### src/rtl/aes_cbc_ctrl.sv
// aes_cbc_ctrl: CBC-mode sequencer wrapped around an external combinational
// AES-128 encryption core. Plaintext arrives on a valid/ready stream. Each
// block is chained with the IV or the previous ciphertext and driven onto
// the core through registers. After a fixed multicycle settle time the core
// result is captured and presented on a ciphertext valid/ready stream.
module aes_cbc_ctrl #(
    parameter int WAIT_CYCLES = 2,   // core settle time in cycles, 1..15
    parameter int CNT_W       = 16   // width of the accepted-block counter
) (
    input  logic             clk,
    input  logic             rst_n,
    input  logic             start,
    input  logic [127:0]     key_in,
    input  logic [127:0]     iv,
    input  logic             s_valid,
    output logic             s_ready,
    input  logic [127:0]     s_data,
    input  logic             s_last,
    output logic             m_valid,
    input  logic             m_ready,
    output logic [127:0]     m_data,
    output logic             m_last,
    output logic [127:0]     aes_key,
    output logic [127:0]     aes_data,
    input  logic [127:0]     aes_cdata,
    output logic             busy,
    output logic [CNT_W-1:0] blk_cnt
);

    typedef enum logic [1:0] {
        ST_IDLE   = 2'd0,
        ST_ACCEPT = 2'd1,
        ST_WAIT   = 2'd2,
        ST_OUT    = 2'd3
    } state_t;

    // The wait counter reloads to WAIT_CYCLES-1 so that the capture edge
    // falls exactly WAIT_CYCLES edges after the accepting edge.
    localparam logic [3:0]       WCNT_INIT = 4'(WAIT_CYCLES - 1);
    localparam logic [CNT_W-1:0] CNT_ONE   = CNT_W'(1);

    state_t             r_state;
    logic [127:0]       r_key;
    logic [127:0]       r_chain;
    logic [127:0]       r_aes_data;
    logic [127:0]       r_m_data;
    logic               r_m_last;
    logic               r_last;
    logic [CNT_W-1:0]   r_blk_cnt;
    logic [3:0]         r_wcnt;
    logic               r_s_ready;
    logic               r_m_valid;
    logic               r_busy;

    // Handshake/status outputs are kept as dedicated flops, updated in step
    // with every state transition, so they never glitch on state decode.
    assign s_ready  = r_s_ready;
    assign m_valid  = r_m_valid;
    assign busy     = r_busy;
    assign m_data   = r_m_data;
    assign m_last   = r_m_last;
    assign aes_key  = r_key;
    assign aes_data = r_aes_data;
    assign blk_cnt  = r_blk_cnt;

    // Control FSM and datapath registers: start latch, chaining XOR,
    // multicycle settle countdown and ciphertext output hold.
    always_ff @(posedge clk or negedge rst_n) begin
        if (!rst_n) begin
            r_state    <= ST_IDLE;
            r_key      <= 128'd0;
            r_chain    <= 128'd0;
            r_aes_data <= 128'd0;
            r_m_data   <= 128'd0;
            r_m_last   <= 1'b0;
            r_last     <= 1'b0;
            r_blk_cnt  <= '0;
            r_wcnt     <= 4'd0;
            r_s_ready  <= 1'b0;
            r_m_valid  <= 1'b0;
            r_busy     <= 1'b0;
        end else begin
            case (r_state)
                ST_IDLE: begin
                    // s_valid is deliberately ignored here, even alongside start.
                    if (start) begin
                        r_key     <= key_in;
                        r_chain   <= iv;
                        r_blk_cnt <= '0;
                        r_state   <= ST_ACCEPT;
                        r_s_ready <= 1'b1;
                        r_busy    <= 1'b1;
                    end else begin
                        r_state <= ST_IDLE;
                    end
                end
                ST_ACCEPT: begin
                    if (s_valid) begin
                        r_aes_data <= s_data ^ r_chain;
                        r_last     <= s_last;
                        r_blk_cnt  <= r_blk_cnt + CNT_ONE;
                        r_wcnt     <= WCNT_INIT;
                        r_state    <= ST_WAIT;
                        r_s_ready  <= 1'b0;
                    end else begin
                        r_state <= ST_ACCEPT;
                    end
                end
                ST_WAIT: begin
                    // Core inputs are frozen here; the core path settles.
                    if (r_wcnt != 4'd0) begin
                        r_wcnt <= r_wcnt - 4'd1;
                    end else begin
                        r_m_data  <= aes_cdata;
                        r_chain   <= aes_cdata;
                        r_m_last  <= r_last;
                        r_state   <= ST_OUT;
                        r_m_valid <= 1'b1;
                    end
                end
                ST_OUT: begin
                    if (m_ready) begin
                        r_m_valid <= 1'b0;
                        if (r_m_last) begin
                            r_state <= ST_IDLE;
                            r_busy  <= 1'b0;
                        end else begin
                            r_state   <= ST_ACCEPT;
                            r_s_ready <= 1'b1;
                        end
                    end else begin
                        r_state <= ST_OUT;
                    end
                end
                default: begin
                    r_state   <= ST_IDLE;
                    r_s_ready <= 1'b0;
                    r_m_valid <= 1'b0;
                    r_busy    <= 1'b0;
                end
            endcase
        end
    end

endmodule

### config.mk
export PLATFORM = sky130hd
export DESIGN_NAME = aes_cbc_ctrl
export DESIGN_NICKNAME = d
export VERILOG_FILES = /design/src/rtl/aes_cbc_ctrl.sv
export SDC_FILE = /design/constraint.sdc
export NUM_CORES = 1
export LEC_CHECK = 0
export ABC_AREA = 1
export CAP_MARGIN = 25
export CORE_AREA = 2 2 363 365
export DETAILED_ROUTE_END_ITERATION = 10
export DIE_AREA = 0 0 365 367
export PLACE_DENSITY_LB_ADDON = 0.3
export SLEW_MARGIN = 15
export SYNTH_ARGS = -nofsm -noshare
export SYNTH_HDL_FRONTEND = slang
export SYNTH_SLANG_ARGS = --single-unit
### constraint.sdc
create_clock -name clk -period 2.4 [get_ports clk]
set_input_delay 0.48 -clock clk [delete_from_list [all_inputs] [get_ports clk]]
set_output_delay 0.48 -clock clk [all_outputs]
set_load 0.02 [all_outputs]
==> results.json <==
{
  "first_pass_iters": 5,
  "worstSetupPathType": "flip-flop to output port",
  "worst-path-buf-inv": 1,
  "max_slew_margin": 0.590,
  "total_power_mw": 49.5,
  "post_cts_buffers": 0,
  "fin_area_um2": 36900,
  "core_area_um2": 130000,
  "slew_violations": 0,
  "grt_setup_unrepaired": "no",
  "cts.sinks": 539,
  "p_per_area_nw_per_um2": 1340,
  "netlist_area_um2": 22600,
  "setup_tns_ns": 0,
  "worstPathCellList": "clkdlybuf4s50_1",
  "row_count": 133,
  "worstPathArrival_ns": 1.79,
  "drc": 0,
  "grt_pass1_vias": 20000,
  "maxCapViolations": 0,
  "ios": 922,
  "synthCells": 2542,
  "path_clk_slew_ns": 0.06,
  "yosysTopAreaCellShare": 0.596,
  "vias": 20000,
  "grt.total_usage": 0.140,
  "fin_util": 0.282,
  "ys_seq_elements": 539,
  "period_share": 0.947,
  "synth_compound_area_frac": 0.119,
  "cts-htree-levels": 3,
  "portBuffers": 921,
  "dpl.hpwl_um": 75200,
  "slowest_stage": "clkdlybuf4s50_1",
  "worst_pin_slew_ns": 0.609,
  "syn2layout_area_growth_pct": 62.9,
  "drtIter0Drc": 1242,
  "worst-path-max-fanout": 2,
  "dp_cells": 5165,
  "cts_buffer_depth": 3,
  "status": "finished, final reports clean",
  "post-route-min-period_ns": 2.27,
  "nNetsFinal": 4005,
  "grt_max_degree": 96,
  "synth_top_family_by_area": "simple AND/OR/NAND/NOR gates",
  "finalNonFillerCells": 5298,
  "syn-num-nets": 3063,
  "fin_worst_skew_ns": 0.0320,
  "cts_buffers": 71,
  "dpl_cell_area_um2": 34400,
  "setup_viol": 0,
  "wl_per_cell_um": 18.2,
  "grt_pass1_wl_um": 137000,
  "yosys.area_share.simple": 0.174,
  "synth.area.top_cells": "dfrtp_1 (60%), nand2_1 (14%), o21ai_0 (8.7%), xnor2_1 (5.0%), a21oi_1 (3.1%)",
  "yosys.area.top_type": "dfrtp_1",
  "synthXorXnorAreaFrac": 0.0496,
  "viasPerCell": 3.77,
  "clk_latency_ns": 0.65,
  "clock.fmax_mhz": 440,
  "wl_um": 96400,
  "ir_drop_mv": 0.530,
  "cp-start-kind": "flip-flop",
  "synthAdderAreaFrac": 0.00166,
  "gp_congestion": 0.897,
  "final_antenna_net_count": 0,
  "cp_top_family": "buffers and inverters",
  "ys_types": 27,
  "drive_gt1_frac": 0.0608,
  "antenna_found_initial": 19,
  "max_stage_delay_ns": 0.78,
  "leakage_nw": 16.2,
  "ys_seq_area_frac": 0.596,
  "syn-mean-instance-area_um2": 8.90,
  "cts_root_buffer": "clkbuf_16",
  "die_height_um": 367,
  "dieArea_um2": 134000,
  "initial_core_util": 0.173,
  "die_w_um": 365,
  "cts_tree": "yes",
  "setup.worst_path.end_class": "output port",
  "hold_viol_final": 0,
  "gr-total-overflow": 0,
  "min_path_type": "input pin to async pin",
  "ys_warn_count": 0,
  "synthMuxAreaShare": 0,
  "worstPathRequired_ns": 1.92
}
-- report_power, final --
group / internal (mW) / switching (mW) / leakage [nW]
clock network: 6.58 / 4.37 / 1.16
logic: 9.97 / 12.6 / 8.52
registers: 13.4 / 2.61 / 6.50
-- what timing repair did --
action | 4_1_cts | 5_1_grt
resized for setup | 5 | 1
endpoints found under the hold margin | 24 | 0
endpoints found under the setup margin | 3 | 1
hold buffers | 1 | 0
-- synthesized netlist by cell type (all sizes together) --
cell type and number:
a21oi 138, buf 91, clkbuf 52, dfrtp 539, ha 3, inv 166
nand2 844, nand3 15, nand3b 1, nand4 1, nor2 162, nor3 2
o21ai 396, o21bai 3, o31ai 1, xnor2 128
-- flip-flops by register name (all words and copies together) (netlist names) --
name / flops
m_data: 128
m_valid: 1
r_last: 1
r_state: 2
blk_cnt: 16
busy: 1
r_wcnt: 4
m_last: 1
aes_data: 128
s_ready: 1
r_chain: 128
aes_key: 128
-- layout by cell type (no fill, tap or decap), drive strengths merged, types with 6 or more instances in the layout --
cell	synthesis	layout
clkdlybuf4s50	0	917
nand2	844	844
dfrtp	539	539
o21ai	396	396
inv	166	171
nor2	162	162
a21oi	138	138
xnor2	128	128
clkbuf	52	101
buf	91	91
nand3	15	15
clkinv	0	11
diode	0	6
bufinv	0	6
-- worst paths after layout --
kind	startpoint	to	slack, ns	cells past startpoint
max	aes_data[106]	aes_data[106]	0.13	1
min	rst_n	aes_key[3]	0.31	2
max reg2reg	r_state[1]	r_chain[92]	0.47	6
min reg2reg	aes_key[5]	aes_key[5]	0.48	2
max in group asynchronous	rst_n	aes_key[37]	1.22	3
min in group clk	key_in[36]	aes_key[36]	0.35	3
-- per-layer routing --
metal,up-vias,wire length (µm),GRT usage
met2,637,46100,0.233
met4,8,2850,0.0475
li1,9927,-,-
met1,9289,40400,0.172
met3,138,7090,0.0410
met5,-,49,0
-- kinds of logic after synthesis --
group | count (synthesis)
AND/OR/NAND/NOR | 1025
XOR/XNOR | 128
adder cells (fa/ha/maj) | 3
flip-flops | 539
AO/OA/AOI/OAI | 538
buffers and inverters | 309
-- final cells by class --
class                   instances  area (µm²)
fillers                     14000       93600
flip-flops and latches        539       13500
repair buffers               1012       10300
multi-input cells            1694        7830
well taps                    1755        2200
clock buffers                 101        2030
inverters                     166         633
clock inverters                25         353
diodes                          6        15.0
-- through the flow --
stage | setup slack (ns) | hold slack [ns]
3_5_place_dp | 0.325 | 0.429
2_1_floorplan | 0.957 | 0.184
5_1_grt | 0.0102 | 0.296
4_1_cts | 0.00827 | 0.259
3_3_place_gp | 0.338 | 0.427
6_report | 0.128 | 0.314
(Power assumes the default switching activity.)
